### src/rtl/cu_responder.sv
// cu_responder: control-unit end of a bus-and-tag channel interface.
//
// The unit answers initial selection for ADDRESS, latches a command byte,
// presents initial status, moves data bytes with service_in/service_out,
// presents ending status and then releases the interface. A selection for
// another address is passed to the next unit on the select chain.
//
// Ports
//   clk, reset              clock, synchronous active-high reset
//   b_*                     channel cable side (bus_out/bus_in plus tags)
//   a_select_out/in         select chain towards the next unit
//   busy                    device busy, answered with status 8'h10
//   command, command_valid  latched command byte, pulse for data commands
//   data_recv_*             write-data stream to the device (one-byte skid)
//   data_send_*             read-data stream from the device
//   data_end                device has no more data (level)
//
// Build option
//   PARITY_CHECK_EN  check odd parity of bus_out on address, command and
//                    write-data bytes. Undefined: parity input is ignored.
module cu_responder #(
    parameter logic [7:0] ADDRESS = 8'h00
) (
    input  logic       clk,
    input  logic       reset,
    input  logic [7:0] b_bus_out,
    input  logic       b_bus_out_parity,
    output logic [7:0] b_bus_in,
    output logic       b_bus_in_parity,
    input  logic       b_operational_out,
    input  logic       b_hold_out,
    input  logic       b_select_out,
    output logic       b_select_in,
    input  logic       b_address_out,
    input  logic       b_command_out,
    input  logic       b_service_out,
    input  logic       b_suppress_out,
    output logic       b_operational_in,
    output logic       b_address_in,
    output logic       b_status_in,
    output logic       b_service_in,
    output logic       b_request_in,
    output logic       a_select_out,
    input  logic       a_select_in,
    input  logic       busy,
    output logic [7:0] command,
    output logic       command_valid,
    output logic [7:0] data_recv_tdata,
    output logic       data_recv_tvalid,
    input  logic       data_recv_tready,
    input  logic [7:0] data_send_tdata,
    input  logic       data_send_tvalid,
    output logic       data_send_tready,
    input  logic       data_end
);

    typedef enum logic [2:0] {IDLE, PASS, ADDR, CMD, ISTAT, DATA, ESTAT, REL} state_t;

    state_t     state, state_n;
    logic [7:0] bus_out_p0;
    logic       oper_p0, hold_p0, sel_p0, addr_p0, cmd_p0, svc_p0, a_sel_p0;
    logic       par_ok;

    // stage p0: every cable input is registered once
    always_ff @(posedge clk) begin
        bus_out_p0 <= b_bus_out;
        if (reset) begin
            oper_p0  <= 1'b0;
            hold_p0  <= 1'b0;
            sel_p0   <= 1'b0;
            addr_p0  <= 1'b0;
            cmd_p0   <= 1'b0;
            svc_p0   <= 1'b0;
            a_sel_p0 <= 1'b0;
        end else begin
            oper_p0  <= b_operational_out;
            hold_p0  <= b_hold_out;
            sel_p0   <= b_select_out;
            addr_p0  <= b_address_out;
            cmd_p0   <= b_command_out;
            svc_p0   <= b_service_out;
            a_sel_p0 <= a_select_in;
        end
    end

`ifdef PARITY_CHECK_EN
    logic bus_par_p0;
    logic unused_in;
    always_ff @(posedge clk) bus_par_p0 <= b_bus_out_parity;
    // odd parity: the nine bits together carry an odd number of ones
    assign par_ok    = ^{bus_out_p0, bus_par_p0};
    assign unused_in = b_suppress_out;
`else
    logic unused_in;
    assign par_ok    = 1'b1;
    assign unused_in = ^{b_suppress_out, b_bus_out_parity};
`endif

    // transfer context: direction, write-handshake phase, error flags
    logic       rd, wr, wait_low, derr, cerr;
    logic       rd_n, wr_n, wait_low_n, derr_n, cerr_n;
    logic [7:0] bus_in_n, command_n, recv_data_n;
    logic       op_in_n, addr_in_n, stat_in_n, svc_in_n, sel_in_n, a_sel_n;
    logic       cmd_valid_n, recv_valid_n, send_ready_n;
    logic       recv_full;

    assign recv_full       = data_recv_tvalid && !data_recv_tready;
    assign b_bus_in_parity = ~^b_bus_in;
    assign b_request_in    = 1'b0;

    always_comb begin
        state_n      = state;
        bus_in_n     = b_bus_in;
        op_in_n      = b_operational_in;
        addr_in_n    = b_address_in;
        stat_in_n    = b_status_in;
        svc_in_n     = b_service_in;
        sel_in_n     = 1'b0;
        a_sel_n      = 1'b0;
        command_n    = command;
        cmd_valid_n  = 1'b0;
        recv_data_n  = data_recv_tdata;
        recv_valid_n = recv_full;
        send_ready_n = 1'b0;
        rd_n         = rd;
        wr_n         = wr;
        wait_low_n   = wait_low;
        derr_n       = derr;
        cerr_n       = cerr;

        if (!oper_p0) begin
            state_n   = IDLE;
            bus_in_n  = 8'h00;
            op_in_n   = 1'b0;
            addr_in_n = 1'b0;
            stat_in_n = 1'b0;
            svc_in_n  = 1'b0;
        end else begin
            case (state)
                IDLE: begin
                    if (addr_p0 && sel_p0) begin
                        if (hold_p0 && bus_out_p0 == ADDRESS && par_ok) begin
                            state_n   = ADDR;
                            op_in_n   = 1'b1;
                            addr_in_n = 1'b1;
                            bus_in_n  = ADDRESS;
                        end else begin
                            state_n = PASS;
                            a_sel_n = 1'b1;
                        end
                    end
                end
                PASS: begin
                    if (!sel_p0) begin
                        state_n = IDLE;
                    end else begin
                        a_sel_n  = 1'b1;
                        sel_in_n = a_sel_p0;
                    end
                end
                ADDR: begin
                    if (!addr_p0 && cmd_p0) begin
                        state_n   = CMD;
                        command_n = bus_out_p0;
                        cerr_n    = !par_ok;
                        addr_in_n = 1'b0;
                        bus_in_n  = 8'h00;
                        rd_n      = 1'b0;
                        wr_n      = 1'b0;
                        derr_n    = 1'b0;
                    end
                end
                CMD: begin
                    if (!cmd_p0) begin
                        state_n   = ISTAT;
                        stat_in_n = 1'b1;
                        if (busy)
                            bus_in_n = 8'h10;
                        else if (cerr)
                            bus_in_n = 8'h02;
                        else begin
                            case (command)
                                8'h01: begin bus_in_n = 8'h00; wr_n = 1'b1; cmd_valid_n = 1'b1; end
                                8'h02: begin bus_in_n = 8'h00; rd_n = 1'b1; cmd_valid_n = 1'b1; end
                                8'h03: bus_in_n = 8'h0C;
                                default: bus_in_n = 8'h02;
                            endcase
                        end
                    end
                end
                ISTAT: begin
                    if (b_status_in && svc_p0) begin
                        stat_in_n = 1'b0;
                        if (rd || wr)
                            bus_in_n = 8'h00;
                        else
                            state_n = REL;
                    end else if (!b_status_in && !svc_p0) begin
                        state_n    = DATA;
                        wait_low_n = 1'b0;
                    end
                end
                DATA: begin
                    if (b_service_in) begin
                        if (cmd_p0) begin
                            // channel stop: the offered byte is not counted
                            state_n  = ESTAT;
                            svc_in_n = 1'b0;
                            bus_in_n = 8'h00;
                        end else if (svc_p0) begin
                            svc_in_n   = 1'b0;
                            bus_in_n   = 8'h00;
                            wait_low_n = 1'b1;
                            if (rd)
                                send_ready_n = 1'b1;  // byte is consumed only once accepted
                            else if (par_ok) begin
                                recv_data_n  = bus_out_p0;
                                recv_valid_n = 1'b1;
                            end else
                                derr_n = 1'b1;
                        end
                    end else if (wait_low) begin
                        if (!svc_p0)
                            wait_low_n = 1'b0;
                    end else if (data_end) begin
                        state_n = ESTAT;
                    end else if (rd) begin
                        if (data_send_tvalid) begin
                            svc_in_n = 1'b1;
                            bus_in_n = data_send_tdata;
                        end
                    end else if (!recv_full) begin
                        svc_in_n = 1'b1;
                        bus_in_n = 8'h00;
                    end
                end
                ESTAT: begin
                    if (!b_status_in) begin
                        if (!cmd_p0 && !svc_p0) begin
                            stat_in_n = 1'b1;
                            bus_in_n  = derr ? 8'h0E : 8'h0C;
                        end
                    end else if (svc_p0) begin
                        stat_in_n = 1'b0;
                        state_n   = REL;
                    end
                end
                REL: begin
                    if (!svc_p0) begin
                        state_n  = IDLE;
                        op_in_n  = 1'b0;
                        bus_in_n = 8'h00;
                    end
                end
                default: state_n = IDLE;
            endcase
        end
    end

    // stage p1: registered outputs and state
    always_ff @(posedge clk) begin
        if (reset) begin
            state            <= IDLE;
            b_bus_in         <= 8'h00;
            b_operational_in <= 1'b0;
            b_address_in     <= 1'b0;
            b_status_in      <= 1'b0;
            b_service_in     <= 1'b0;
            b_select_in      <= 1'b0;
            a_select_out     <= 1'b0;
            command          <= 8'h00;
            command_valid    <= 1'b0;
            data_recv_tdata  <= 8'h00;
            data_recv_tvalid <= 1'b0;
            data_send_tready <= 1'b0;
            rd               <= 1'b0;
            wr               <= 1'b0;
            wait_low         <= 1'b0;
            derr             <= 1'b0;
            cerr             <= 1'b0;
        end else begin
            state            <= state_n;
            b_bus_in         <= bus_in_n;
            b_operational_in <= op_in_n;
            b_address_in     <= addr_in_n;
            b_status_in      <= stat_in_n;
            b_service_in     <= svc_in_n;
            b_select_in      <= sel_in_n;
            a_select_out     <= a_sel_n;
            command          <= command_n;
            command_valid    <= cmd_valid_n;
            data_recv_tdata  <= recv_data_n;
            data_recv_tvalid <= recv_valid_n;
            data_send_tready <= send_ready_n;
            rd               <= rd_n;
            wr               <= wr_n;
            wait_low         <= wait_low_n;
            derr             <= derr_n;
            cerr             <= cerr_n;
        end
    end

endmodule

### config.mk
export PLATFORM = sky130hd
export DESIGN_NAME = cu_responder
export DESIGN_NICKNAME = d
export VERILOG_FILES = /design/src/rtl/cu_responder.sv
export SDC_FILE = /design/constraint.sdc
export NUM_CORES = 1
export LEC_CHECK = 0
export CORE_MARGIN = 3
export CORE_UTILIZATION = 60
export CTS_CLUSTER_DIAMETER = 40
export CTS_CLUSTER_SIZE = 14
export DETAILED_ROUTE_END_ITERATION = 16
export DONT_BUFFER_PORTS = 1
export GPL_TIMING_DRIVEN = 0
export PLACE_DENSITY = 0.76
export SYNTH_ARGS = -nofsm -noshare
export SYNTH_HDL_FRONTEND = slang
export SYNTH_SLANG_ARGS = --single-unit
### constraint.sdc
create_clock -name clk -period 2.2 [get_ports clk]
set_input_delay 0.22 -clock clk [delete_from_list [all_inputs] [get_ports clk]]
set_output_delay 0.22 -clock clk [all_outputs]
set_load 0.005 [all_outputs]
After elaboration in Yosys (flattened, before gate mapping)
Cells that the tools add are included.
{"block": "word_totals", "out_inout_bits": 35, "word_cells": 191, "register_bits": 54, "inputBits": 31}
{"block": "classes", "bitwise_logic": 9, "eq_ne": 38, "n_reduce_logical": 37, "muxes": 83}
{"op": "$mux 8", "count": 17}
{"op": "$pmux 8 s7", "count": 1}
{"op": "$mux 3", "count": 14}
{"op": "$mux 1", "count": 40}
{"op": "$ne 2x2->1 const B", "count": 17}
{"op": "$ne 3x3->1 const B", "count": 8}
{"op": "$pmux 3 s8", "count": 1}
{"op": "$reduce_and 6->1", "count": 4}
{"op": "$eq 8x2->1 const B", "count": 2}
{"op": "$reduce_and 15->1", "count": 1}
{"op": "$eq 3x3->1 const B", "count": 4}
{"op": "$ne 4x4->1 const B", "count": 3}
{"op": "$pmux 1 s2", "count": 6}
{"op": "$reduce_and 12->1", "count": 1}
{"op": "$not 1->1", "count": 9}
{"op": "$eq 8x1->1 const B", "count": 1}
{"op": "$logic_not 8->1", "count": 1}
{"op": "$pmux 4 s2", "count": 1}
{"op": "$reduce_and 4->1", "count": 2}
{"op": "$reduce_bool 2->1", "count": 4}
{"op": "$reduce_xnor 8->1", "count": 1}
{"op": "$logic_and 1x1->1", "count": 7}
{"op": "$reduce_bool 7->1", "count": 1}
{"op": "$eq 3x2->1 const B", "count": 2}
{"op": "13 further kinds", "count": 19}

Depth between registers and ports, before layout
{"block": "logic_depth", "word_depth": 8, "depth_mapped": 7, "depth_no_buf": 7}

Worst setup path after synthesis
No wires, ideal clock.
{"block": "synth_timing", "kind": "flip-flop to flip-flop", "startpoint": "register svc_p0", "endpoint": "register state[0]", "setup_time_ps": 70, "required_ps": 2130, "slack_ps": 457, "n_path_buf": 0, "period_less_slack_ps": 1743, "path_stages_with_launch": 8, "t_arrival_ps": 1674, "cell_sequence": "dfxtp_1 > inv_1 > ha_1 > nand3b_1 > a21oi_1 > nand4b_4 > or4_1 > a21oi_1"}
{"block": "synth_between", "elab_chain_cells": 4, "elab_cells_between_ends": 10, "cone_classes": "eq/ne (4); mux (2); reduce/logical (4)"}
{"element": "start, declared", "line_no": "61", "text": "logic oper_p0, hold_p0, sel_p0, addr_p0, cmd_p0, svc_p0, a_sel_p0;"}
{"element": "start signal, assigned", "line_no": "81", "text": "svc_p0 <= b_service_out;"}
{"element": "$logic_not 1->1"}
{"element": "$logic_and 1x1->1", "line_no": "198", "text": "end else if (!b_status_in && !svc_p0) begin"}
{"element": "$ne 3x3->1 (no line)"}
{"element": "$reduce_and 12->1 (no line)"}
{"element": "end signal, assigned", "line_no": "282", "text": "state <= state_n;"}
{"element": "end, declared", "line_no": "59", "text": "state_t state, state_n;"}
Parallel ways exist; a longest one is shown, timed or not.
A chain may end at the register's enable or synchronous reset.

Worst setup path in the final report
Same ends and word-level chain as after synthesis.

==> impl_metrics.env <==
export IMPL_dieArea_um2=5070
export IMPL_synth_simple_area_share_pct=25.5
export IMPL_synth_cell_types=61
export IMPL_worst_slew_pin_slew_ns=0.556
export IMPL_synthAdderAreaFrac_pct=0.981
export IMPL_drc=0
export IMPL_critPathSlowestCell="dfxtp_1"
export IMPL_routedWlPerCell_um=17.7
export IMPL_first_iter_violations=107
export IMPL_worst_skew_pair_late_latency_ns=0.31
export IMPL_worstHoldPathType="in2reg"
export IMPL_placementRows=23
export IMPL_cts_clk_slew_worst_paths_ns=0.10
export IMPL_routed_wl_um=5940
export IMPL_setup_viol=0
export IMPL_cts_sinks=54
export IMPL_port_buffers=0
export IMPL_critical_path_top_delay_family="simple AND/OR/NAND/NOR gates"
export IMPL_rsz0062_at_grt="no"
export IMPL_slowest_delay_ns=0.51
export IMPL_antenna_cells=0
export IMPL_final_util_pct=69.6
export IMPL_synth_seq_cells=54
export IMPL_grt_overflow_total=0
export IMPL_place_hpwl_um=4300
export IMPL_yosysTopAreaCell="dfxtp_1"
export IMPL_syn_area_um2=2550
export IMPL_syn_inst=269
export IMPL_grt_pass1_vias=2013
export IMPL_relSlewSlack_pct=62.9
export IMPL_synth_top_area_share_pct=42.4
export IMPL_antenna_found_initial=0
export IMPL_grt_pass1_wl_um=9500
export IMPL_yosys_top_cells_count="54 x dfxtp_1, 34 x nor2_1, 21 x mux2i_1"
export IMPL_max_freq_mhz=492
export IMPL_synth_xor_area_share_pct=2.75
export IMPL_cts_buffers=5
export IMPL_synth_edf_count=0
export IMPL_timing_setup_tns_ns=0
export IMPL_ys_seq_area_share_pct=42.4
export IMPL_power_mw=1.78
export IMPL_cp_required_ns=2.45
export IMPL_synth_most_common_cell="dfxtp_1"
export IMPL_dr_total_vias=2041
export IMPL_ctsHtreeMaxLevel=2
export IMPL_arrival_ns=2.28
export IMPL_cp_common_cell="a21oi_1"
export IMPL_die_h_um=71.2
export IMPL_synth_ff_type="dfxtp_1"
export IMPL_first_pass_iters=4
export IMPL_synthArstFlopShare_pct=0
export IMPL_cap_violations=0
export IMPL_fin_crit_ns=2.03
export IMPL_core_region_area_um2=4060
export IMPL_finalCritPeriodShare_pct=92.4
export IMPL_drv_slew=0
export IMPL_fp_dieW_um=71.2
export IMPL_clockRootBuffer="clkbuf_8"
export IMPL_synth_compound_area_share_pct=14.4
export IMPL_synth_warnings=0
export IMPL_avgSynthCellArea_um2=9.48
export IMPL_area_growth_pct=10.6
export IMPL_cp_cell_sequence="inv_1 > ha_1 > nand3b_1 > a21oi_1 > nand4b_4 > or4_1 > a21oi_1"
export IMPL_outcome="finished, final reports clean"
export IMPL_synthMuxAreaShare_pct=8.68
export IMPL_start_util_pct=62.9
export IMPL_gp_congestion=0.927
export IMPL_tritoncts="done"
export IMPL_synth_top_family_by_area="simple AND/OR/NAND/NOR gates"
export IMPL_critPathKind="reg2reg"
export IMPL_vdd_ir_drop_worst_mv=0.631
export IMPL_avgViaCountPerCell=6.09
export IMPL_drive_above_1_share_pct=13.3
export IMPL_endpoint_kind="flop"
export IMPL_startpoint_type="flop"
export IMPL_p_per_area_nw_per_um2=630
export IMPL_max_clock_path_buffers=2
export IMPL_grt_max_degree=18
export IMPL_fin_skew_ns=0.0111
export IMPL_p_leak_nw=0.942
export IMPL_hold_viol=0
export IMPL_cp_num_buf_inv=1
export IMPL_pin_count=66
export IMPL_critical_path_max_fanout=9
export IMPL_synthesis_nets=302
export IMPL_drtAntennaViolNets=0
export IMPL_ys_top_cells_by_area="dfxtp_1 42%, mux2i_1 8.2%, nor2_1 5.0%, a21oi_1 2.7%, xnor2_1 2.7%"
export IMPL_grt_use_total_pct=23.8
export IMPL_nets=317
## cell families (layout without fill, tap and decap cells)
| group | after synthesis | in the layout |
|---|---|---|
| and+or+nand+nor | 112 | 112 |
| buffers and inverters | 20 | 36 |
| other | 1 | 1 |
| adders and majority gates | 2 | 2 |
| muxes | 22 | 22 |
| AOI/OAI and AO/OA | 50 | 50 |
| DFF | 54 | 54 |
| xor gates and xnor gates | 8 | 8 |
## layout by cell type (no fill, tap or decap), drive strengths merged, types with 9 or more instances in the layout
| master | count |
|---|---|
| nor2b | 11 |
| mux2i | 21 |
| dfxtp | 54 |
| clkbuf | 13 |
| nor3 | 9 |
| nor2 | 36 |
| a21oi | 16 |
| nand2 | 17 |
## sequential cells by signal, summed over array words and instances, names as in the netlist, 3 cells and up
register         count
data_recv_tdata      8
b_bus_in             8
command              8
state                3
bus_out_p0           8
## final timing paths
| kind | from | end | slack (ns) | cells past startpoint |
|---|---|---|---|---|
| setup / recovery | svc_p0 | state[0] | 0.17 | 7 |
| hold / removal | b_service_out | svc_p0 | 0.04 | 1 |
| setup reg to reg | svc_p0 | state[0] | 0.17 | 7 |
| hold reg to reg | a_sel_p0 | b_select_in | 0.46 | 2 |
## per-stage QoR
stage	setup slack [ns]	hold WS, ns	std cells	instance area, um^2
after floorplan	0.457	0.248	269	2550
after global placement	0.242	0.248	319	2610
after detailed placement	0.224	0.248	319	2610
after CTS	0.207	0.0324	335	2820
after global routing	0.0337	0.0231	335	2820
final	0.167	0.0372	335	2820
## cell type report
type                    count  area, um^2
plain buffers              15         114
multi-input cells         195        1350
well taps                  50        62.6
clock buffers               6        82.6
fillers                   331        1230
repair buffers              8        80.1
flip-flops and latches     54        1080
inverters                   5        18.8
clock inverters             2        38.8
## per-layer routing
layer | vias up | GRT usage [%] | share of wire, %
met3 | 8 | 7.67 | 7.8
met5 | - | 0 | 0
met2 | 80 | 37.6 | 45
li1 | 983 | - | -
met4 | 0 | 7.52 | 1.6
met1 | 970 | 30.9 | 46
## report_power, final
part / total (mW) / switching (mW) / internal, mW
registers: 1.01 / 0.0158 / 0.992
clock network: 0.705 / 0.331 / 0.375
logic: 0.0640 / 0.0354 / 0.0286
## repair_timing
action,in CTS,in global routing
gates resized for setup,0,1
hold buffers,8,0
endpoints found under the hold margin,8,0
setup buffers,0,0
setup endpoints to repair,0,1
(Power assumes the default switching activity.)
